## config.mk

```make
export PLATFORM = sky130hd
export DESIGN_NAME = rtc_ts_multi_flat
export DESIGN_NICKNAME = d
export VERILOG_FILES = /design/src/rtl/rtc_ts_multi_if.sv /design/src/rtl/rtc_ts_multi.sv /design/src/flat_wrapper.sv
export SDC_FILE = /design/constraint.sdc
export NUM_CORES = 1
export LEC_CHECK = 0
export BUFFER_PORTS_ARGS = -buffer_cell sky130_fd_sc_hd__buf_2
export CAP_MARGIN = 20
export CELL_PAD_IN_SITES_DETAIL_PLACEMENT = 1
export CELL_PAD_IN_SITES_GLOBAL_PLACEMENT = 1
export CORE_MARGIN = 2
export CORE_UTILIZATION = 44
export CTS_CLUSTER_DIAMETER = 60
export DETAILED_ROUTE_END_ITERATION = 6
export PLACE_DENSITY = 0.87
export SYNTH_ARGS = -nofsm -noshare
export SYNTH_HDL_FRONTEND = slang
export SYNTH_SLANG_ARGS = --single-unit
```

## constraint.sdc

```tcl
create_clock -name mclk -period 4.4 [get_ports mclk]
set_input_delay 0.44 -clock mclk [delete_from_list [all_inputs] [get_ports mclk]]
set_output_delay 0.44 -clock mclk [all_outputs]
set_load 0.01 [all_outputs]
```

## src/rtl/rtc_ts_multi_if.sv

```systemverilog
// CPU register-write port of the timestamp unit, plus the snapshot readback it loads.
interface rtc_ts_multi_if;
    logic        we;
    logic [1:0]  wa;
    logic [31:0] wd;
    logic [19:0] snap_usec;
    logic [31:0] snap_sec;

    modport master (
        output we,
        output wa,
        output wd,
        input  snap_usec,
        input  snap_sec
    );

    modport slave (
        input  we,
        input  wa,
        input  wd,
        output snap_usec,
        output snap_sec
    );
endinterface

```

## src/rtl/rtc_ts_multi.sv

```systemverilog
// Phase-accumulator driven usec/sec real-time clock with CPU set/correct/snapshot
// and NUM_CH independent rising-edge timestamp capture channels.
module rtc_ts_multi #(
    parameter int          NUM_CH   = 4,
    parameter int          ACC_W    = 32,
    parameter logic [63:0] NOM_INC  = 64'd42949673,
    parameter int          USEC_MAX = 999999
) (
    input  logic                 mclk,
    input  logic                 rst_n,
    rtc_ts_multi_if.slave        bus,
    output logic [19:0]          usec,
    output logic [31:0]          sec,
    output logic                 pps,
    output logic                 enabled,
    input  logic [NUM_CH-1:0]    ev,
    input  logic [NUM_CH-1:0]    ev_ack,
    output logic [NUM_CH-1:0]    ev_valid,
    output logic [NUM_CH-1:0]    ev_ovf,
    output logic [NUM_CH*32-1:0] ev_sec,
    output logic [NUM_CH*20-1:0] ev_usec
);
    localparam logic [ACC_W-1:0] INC_NOM   = NOM_INC[ACC_W-1:0];
    localparam logic [19:0]      USEC_LAST = 20'(USEC_MAX);

    typedef enum logic [1:0] {
        ST_OFF      = 2'b00,
        ST_OFF_PEND = 2'b01,
        ST_RUN      = 2'b10,
        ST_RUN_PEND = 2'b11
    } state_t;

    state_t state_reg;
    state_t state_next;
    logic   apply_set;

    logic [ACC_W-1:0] acc_reg;
    logic             tick_reg;
    logic [19:0]      usec_reg;
    logic [31:0]      sec_reg;
    logic             pps_reg;
    logic [19:0]      wusec_reg;
    logic [31:0]      wsec_reg;
    logic [15:0]      corr_reg;
    logic [19:0]      snap_usec_reg;
    logic [31:0]      snap_sec_reg;

    logic wr_usec;
    logic wr_set;
    logic wr_corr;
    logic wr_snap;

    assign wr_usec = bus.we && (bus.wa == 2'd0);
    assign wr_set  = bus.we && (bus.wa == 2'd1);
    assign wr_corr = bus.we && (bus.wa == 2'd2);
    assign wr_snap = bus.we && (bus.wa == 2'd3);

    assign enabled = (state_reg == ST_RUN) || (state_reg == ST_RUN_PEND);

    // Set/enable control: the *_PEND states hold an armed set that has not been applied yet.
    always_ff @(posedge mclk or negedge rst_n) begin
        if (!rst_n) begin
            state_reg <= ST_OFF;
        end else begin
            state_reg <= state_next;
        end
    end

    always_comb begin
        state_next = state_reg;
        apply_set  = 1'b0;
        case (state_reg)
            ST_OFF: begin
                if (wr_set) begin
                    state_next = ST_OFF_PEND;
                end
            end
            ST_OFF_PEND: begin
                if (!wr_set) begin
                    apply_set  = 1'b1;
                    state_next = ST_RUN;
                end
            end
            ST_RUN: begin
                if (wr_set) begin
                    state_next = ST_RUN_PEND;
                end
            end
            ST_RUN_PEND: begin
                // A fresh set write in the tick cycle pushes the apply to a later tick.
                if (tick_reg && !wr_set) begin
                    apply_set  = 1'b1;
                    state_next = ST_RUN;
                end
            end
            default: begin
                state_next = ST_OFF;
            end
        endcase
    end

    logic [ACC_W-1:0] corr_ext;
    logic [ACC_W-1:0] inc_eff;
    logic [ACC_W:0]   acc_sum;

    assign corr_ext = {{(ACC_W-16){corr_reg[15]}}, corr_reg};
    assign inc_eff  = INC_NOM + corr_ext;
    assign acc_sum  = {1'b0, acc_reg} + {1'b0, inc_eff};

    always_ff @(posedge mclk or negedge rst_n) begin
        if (!rst_n) begin
            acc_reg  <= '0;
            tick_reg <= 1'b0;
        end else if (apply_set || !enabled) begin
            acc_reg  <= '0;
            tick_reg <= 1'b0;
        end else begin
            acc_reg  <= acc_sum[ACC_W-1:0];
            tick_reg <= acc_sum[ACC_W];
        end
    end

    logic rollover;
    assign rollover = tick_reg && !apply_set && (usec_reg == USEC_LAST);

    always_ff @(posedge mclk or negedge rst_n) begin
        if (!rst_n) begin
            usec_reg <= '0;
            sec_reg  <= '0;
            pps_reg  <= 1'b0;
        end else begin
            pps_reg <= rollover;
            if (apply_set) begin
                usec_reg <= wusec_reg;
                sec_reg  <= wsec_reg;
            end else if (tick_reg) begin
                if (usec_reg == USEC_LAST) begin
                    usec_reg <= '0;
                    sec_reg  <= sec_reg + 32'd1;
                end else begin
                    usec_reg <= usec_reg + 20'd1;
                end
            end
        end
    end

    always_ff @(posedge mclk or negedge rst_n) begin
        if (!rst_n) begin
            wusec_reg     <= '0;
            wsec_reg      <= '0;
            corr_reg      <= '0;
            snap_usec_reg <= '0;
            snap_sec_reg  <= '0;
        end else begin
            if (wr_usec) begin
                wusec_reg <= bus.wd[19:0];
            end
            if (wr_set) begin
                wsec_reg <= bus.wd;
            end
            if (wr_corr) begin
                corr_reg <= bus.wd[15:0];
            end
            if (wr_snap) begin
                snap_usec_reg <= usec_reg;
                snap_sec_reg  <= sec_reg;
            end
        end
    end

    assign usec          = usec_reg;
    assign sec           = sec_reg;
    assign pps           = pps_reg;
    assign bus.snap_usec = snap_usec_reg;
    assign bus.snap_sec  = snap_sec_reg;

    logic [NUM_CH-1:0] ev_d_reg;
    logic [NUM_CH-1:0] ev_edge;

    always_ff @(posedge mclk or negedge rst_n) begin
        if (!rst_n) begin
            ev_d_reg <= '0;
        end else begin
            ev_d_reg <= ev;
        end
    end

    assign ev_edge = ev & ~ev_d_reg;

    // Each channel holds its first unacknowledged capture; later edges only flag overflow.
    genvar gi;
    generate
        for (gi = 0; gi < NUM_CH; gi++) begin : g_ch
            logic [31:0] cap_sec_reg;
            logic [19:0] cap_usec_reg;
            logic        valid_reg;
            logic        ovf_reg;

            always_ff @(posedge mclk or negedge rst_n) begin
                if (!rst_n) begin
                    cap_sec_reg  <= '0;
                    cap_usec_reg <= '0;
                    valid_reg    <= 1'b0;
                    ovf_reg      <= 1'b0;
                end else if (ev_edge[gi] && (!valid_reg || ev_ack[gi])) begin
                    cap_sec_reg  <= sec_reg;
                    cap_usec_reg <= usec_reg;
                    valid_reg    <= 1'b1;
                    ovf_reg      <= 1'b0;
                end else if (ev_edge[gi]) begin
                    ovf_reg <= 1'b1;
                end else if (ev_ack[gi]) begin
                    valid_reg <= 1'b0;
                    ovf_reg   <= 1'b0;
                end
            end

            assign ev_valid[gi]          = valid_reg;
            assign ev_ovf[gi]            = ovf_reg;
            assign ev_sec[gi*32 +: 32]   = cap_sec_reg;
            assign ev_usec[gi*20 +: 20]  = cap_usec_reg;
        end
    endgenerate
endmodule

```

## src/flat_wrapper.sv

```systemverilog
// flat-port wrapper written by rule: the top's interface ports become plain ports
module rtc_ts_multi_flat 
#(
    parameter int          NUM_CH   = 4,
    parameter int          ACC_W    = 32,
    parameter logic [63:0] NOM_INC  = 64'd42949673,
    parameter int          USEC_MAX = 999999
)
  (mclk, rst_n, usec, sec, pps, enabled, ev, ev_ack, ev_valid, ev_ovf, ev_sec, ev_usec, bus_we, bus_wa, bus_wd, bus_snap_usec, bus_snap_sec);
  rtc_ts_multi_if bus_i ();
  input  logic mclk;
  input  logic rst_n;
  output logic [19:0] usec;
  output logic [31:0] sec;
  output logic pps;
  output logic enabled;
  input  logic [NUM_CH-1:0] ev;
  input  logic [NUM_CH-1:0] ev_ack;
  output logic [NUM_CH-1:0] ev_valid;
  output logic [NUM_CH-1:0] ev_ovf;
  output logic [NUM_CH*32-1:0] ev_sec;
  output logic [NUM_CH*20-1:0] ev_usec;
  input wire logic [$bits(bus_i.we)-1:0] bus_we;
  input wire logic [$bits(bus_i.wa)-1:0] bus_wa;
  input wire logic [$bits(bus_i.wd)-1:0] bus_wd;
  output wire logic [$bits(bus_i.snap_usec)-1:0] bus_snap_usec;
  output wire logic [$bits(bus_i.snap_sec)-1:0] bus_snap_sec;
  assign bus_i.we = bus_we;
  assign bus_i.wa = bus_wa;
  assign bus_i.wd = bus_wd;
  assign bus_snap_usec = bus_i.snap_usec;
  assign bus_snap_sec = bus_i.snap_sec;
  rtc_ts_multi #(.NUM_CH(NUM_CH), .ACC_W(ACC_W), .NOM_INC(NOM_INC), .USEC_MAX(USEC_MAX)) u_core (.mclk(mclk), .rst_n(rst_n), .bus(bus_i), .usec(usec), .sec(sec), .pps(pps), .enabled(enabled), .ev(ev), .ev_ack(ev_ack), .ev_valid(ev_valid), .ev_ovf(ev_ovf), .ev_sec(ev_sec), .ev_usec(ev_usec));
endmodule
```

==> run summary <==
Sorting the synthesized cells by area gives the leading types as sky130_fd_sc_hd__dfrtp_1 58%, sky130_fd_sc_hd__mux2_2 19%, sky130_fd_sc_hd__nand2_1 2.1%. TritonCTS created 46 clock buffers. From synthesis to final layout, the design area changed by 20.5%.

The flip-flop count of the largest register after layout was 128. The largest total area in the synthesized netlist belongs to sky130_fd_sc_hd__dfrtp_1. Final routed wire length divided by cell count: 24.3 um. TritonCTS built the clock tree. The number of different library cells used by synthesis comes to 75. Actual slew at the worst max-slew pin: 1.07 ns. The flow ran to the end, and the final reports show no timing, DRC or antenna violations.

Using the TritonRoute via totals, the vias-per-cell ratio works out to 5.72. In this run the count of I/O pins placed on the die edge is 367. The clock network latency to the later pin of the worst-skew pair was 0.57 ns. In the final layout, the share of cells above drive strength 1 is 43.7%. Final count of pins violating max slew: 0. The starting density of the core is 44.3%.

The number of global-route vias before repair came out at 14700. The global-route usage over all layers is 26.3%. From left edge to right edge, the die measures 209 um. The tools report the antenna violation net count after detailed routing as 0. After synthesis, the largest area contributor takes up 57.9% of total cell area.

The clock drives 428 sinks. Sequential share of the synthesized area: 57.9%. The first global-routing pass estimated 88.6 mm of wire. The share of synthesized registers carrying an async set or reset was 100%; the total vias in the final route was 13600. The count of endpoints failing setup in the final report is 0, and the count of endpoints failing hold in the final timing report is 0. Max-cap violations in this run came to 0. The logs give 2374 for the number of cells in the finished layout apart from fillers and 851 for the initial DRC count. The maximum fanout along the worst path came out at 7. The cell sitting at the root of the clock tree is a sky130_fd_sc_hd__clkbuf_16. For the worst setup path, the data arrival time is 4.62 ns. The most common cell after layout, fill and taps aside was sky130_fd_sc_hd__dfrtp_1. Setup repair after global routing left no endpoint under its margin. The wire-length estimate of the detail-placed layout is 39.0 mm.

For this design the static power due to leakage is 11.5 nW. The die covers 43700 um^2. The count of buffers added by post-CTS timing repair for setup came out at 0. After floorplanning, the core was divided into 75 placement rows. The synthesized netlist occupies a cell area of 18500 um^2.

Clock-pin slew was measured on the worst setup and hold paths at 0.06 ns. The instance count of the mapped netlist came out at 1460. Setup total negative slack on the finished layout was measured at 0 ns. The top flip-flop cell by instance count after synthesis was sky130_fd_sc_hd__dfrtp_1. The final layout contains 1863 nets.

The worst clock skew is 0.0231 ns. After synthesis the netlist holds a flip-flop and latch count of 428. Entering global routing, the biggest net connects 123 pins. Counting along the longest clock path gives a buffer depth of 3.

Dividing the synthesized area by the synthesized cell count gives 12.7 um^2. In the layout the commonest cells are 428 x sky130_fd_sc_hd__dfrtp_1, 365 x sky130_fd_sc_hd__buf_2, 318 x sky130_fd_sc_hd__mux2_2. By startpoint and endpoint, the worst setup path is classified as reg -> reg. Initial antenna violation count: 6. Measured along the y axis, the die boundary spans 209 um.

Power spread over the standard cell area amounts to 499 nW/um^2. STA classifies the critical path startpoint as a flop. The region available for standard cell placement spans 41800 um^2. The number of flops mapped to enable cells by yosys was 0; the post-detailed-routing wire length was 57.8 mm. After detailed routing, the number of remaining DRC violations is 0.

The number of port buffers is 366. Before antenna repair, the detailed router went through 5 iterations. Counting every net in the synthesized netlist gives 1528.

The routability congestion estimate from global placement is 0.861. STA classifies the critical path endpoint as a flop. The worst IR drop on VDD is 0.293 mV. During synthesis, Yosys emitted a total of 0 warnings. The tightest min-delay check is of the in -> reg type. For this run, the top clock speed supported by timing is 0.243 GHz. The final critical path takes up 93.6% of the cycle.

For this run the aggregate overflow at the end of global routing stands at 0. The post-layout minimum cycle time was 4.12 ns; the critical path required time was 4.90 ns. The logs give 28.6% for the max-slew headroom at the worst pin and 2 for the maximum level of the CTS H-tree. Counting tap cells, the placed design contains a total of 2280 instances.
path summary, 6_finish.rpt:
kind,slack (ns),depth (start not counted),startpoint,to
max,0.28,15,u_core.corr_reg[0],u_core.acc_reg[28]
max reg2reg,0.28,15,u_core.corr_reg[0],u_core.acc_reg[28]
min reg2reg,0.47,2,u_core.bus.snap_sec[27],u_core.bus.snap_sec[27]
min in group asynchronous,0.43,2,rst_n,u_core.g_ch[3].cap_sec_reg[20]
max in group asynchronous,2.82,3,rst_n,u_core.g_ch[1].cap_sec_reg[29]
min,0.04,2,ev_ack[3],u_core.g_ch[3].ovf_reg
where the power goes:
| group | internal [mW] | total, mW | switching, mW |
|---|---|---|---|
| Combinational | 1.11 | 2.60 | 1.50 |
| Clock | 2.19 | 3.80 | 1.60 |
| Sequential | 4.37 | 4.73 | 0.362 |
layout make-up:
| cell class | count | area (um^2) |
|---|---|---|
| diodes | 6 | 15.0 |
| clock buffers | 70 | 1320 |
| clock inverters | 12 | 139 |
| fillers | 4364 | 19500 |
| inverters | 19 | 71.3 |
| multi-input cells | 913 | 7310 |
| flip-flops and latches | 428 | 10700 |
| well taps | 539 | 674 |
| repair buffers | 387 | 2050 |
timing repair:
action                     in CTS  in global routing
hold buffers                    6                  0
setup endpoints to repair       0                  5
gates resized for setup         0                  2
hold endpoints to repair       68                  0
synth_stat cells (4+ instances only):
library cell,count
sky130_fd_sc_hd__a211o_1,5
sky130_fd_sc_hd__a21o_1,14
sky130_fd_sc_hd__a21oi_1,56
sky130_fd_sc_hd__a221o_1,4
sky130_fd_sc_hd__a22oi_1,4
sky130_fd_sc_hd__a31oi_1,8
sky130_fd_sc_hd__and3_1,18
sky130_fd_sc_hd__buf_1,15
sky130_fd_sc_hd__buf_2,13
sky130_fd_sc_hd__buf_4,16
sky130_fd_sc_hd__clkbuf_1,54
sky130_fd_sc_hd__dfrtp_1,428
sky130_fd_sc_hd__ha_1,22
sky130_fd_sc_hd__inv_1,18
sky130_fd_sc_hd__mux2_2,318
sky130_fd_sc_hd__mux2i_1,6
sky130_fd_sc_hd__nand2_1,106
sky130_fd_sc_hd__nand2b_1,21
sky130_fd_sc_hd__nand3_1,25
sky130_fd_sc_hd__nand3b_1,4
sky130_fd_sc_hd__nand4_1,13
sky130_fd_sc_hd__nor2_1,56
sky130_fd_sc_hd__nor2b_1,8
sky130_fd_sc_hd__nor3_1,13
sky130_fd_sc_hd__nor3b_1,5
sky130_fd_sc_hd__nor4_1,6
sky130_fd_sc_hd__o211a_1,8
sky130_fd_sc_hd__o211ai_1,12
sky130_fd_sc_hd__o21ai_0,55
sky130_fd_sc_hd__o21ai_1,12
sky130_fd_sc_hd__o311ai_0,6
sky130_fd_sc_hd__or3_1,5
sky130_fd_sc_hd__xnor2_1,24
sky130_fd_sc_hd__xor2_1,21
stage by stage:
step                utilization [%]  setup slack, ns  cell area [um^2]  hold slack, ns  power [mW]
finish                         53.4            0.282             22300          0.0422        11.1
global route                   53.4           0.0575             22300          0.0160        11.7
CTS                            53.3            0.126             22300         0.00906        11.2
detailed placement             49.7            0.219             20700           0.442        7.35
global placement               49.7            0.509             20700           0.433        7.14
floorplan                         -            0.891             18500           0.144        6.50
worst max-delay path, cell delays in order (launching register included):
cell,delay (ns)
sky130_fd_sc_hd__dfrtp_1,0.41
sky130_fd_sc_hd__and3_1,0.23
sky130_fd_sc_hd__o21ai_1,0.26
sky130_fd_sc_hd__nor2b_1,0.30
sky130_fd_sc_hd__nor2_1,0.09
sky130_fd_sc_hd__or4_1,0.45
sky130_fd_sc_hd__a21oi_1,0.20
sky130_fd_sc_hd__xnor2_1,0.14
sky130_fd_sc_hd__ha_1,0.33
sky130_fd_sc_hd__a21o_1,0.22
sky130_fd_sc_hd__a211o_1,0.31
sky130_fd_sc_hd__a211oi_1,0.35
sky130_fd_sc_hd__or2_2,0.21
sky130_fd_sc_hd__a31oi_2,0.16
sky130_fd_sc_hd__a31oi_1,0.25
sky130_fd_sc_hd__a41o_1,0.13
cells by family (layout without fill, tap and decap cells):
kind of cell    after synthesis  after routing  share of synthesized area (%)
simple gates                309            309                           8.61
flops                       428            428                           57.9
compound gates              210            210                           7.22
fa+ha+maj                    23             23                           1.60
xor+xnor                     45             45                           2.13
buf+inv                     119            488                           2.87
other cells                   2              8                         0.0406
mux                         324            324                           19.7
layer usage:
layer  GRT usage (%)  vias up  part of all wire [%]
met2            46.7      460                    52
met5               0        -                     0
met4            10.4        0                   3.5
met1            31.8     7134                    40
li1                -     5845                     -
met3            4.73      139                   4.8
Power figures use the tool's default switching activity.
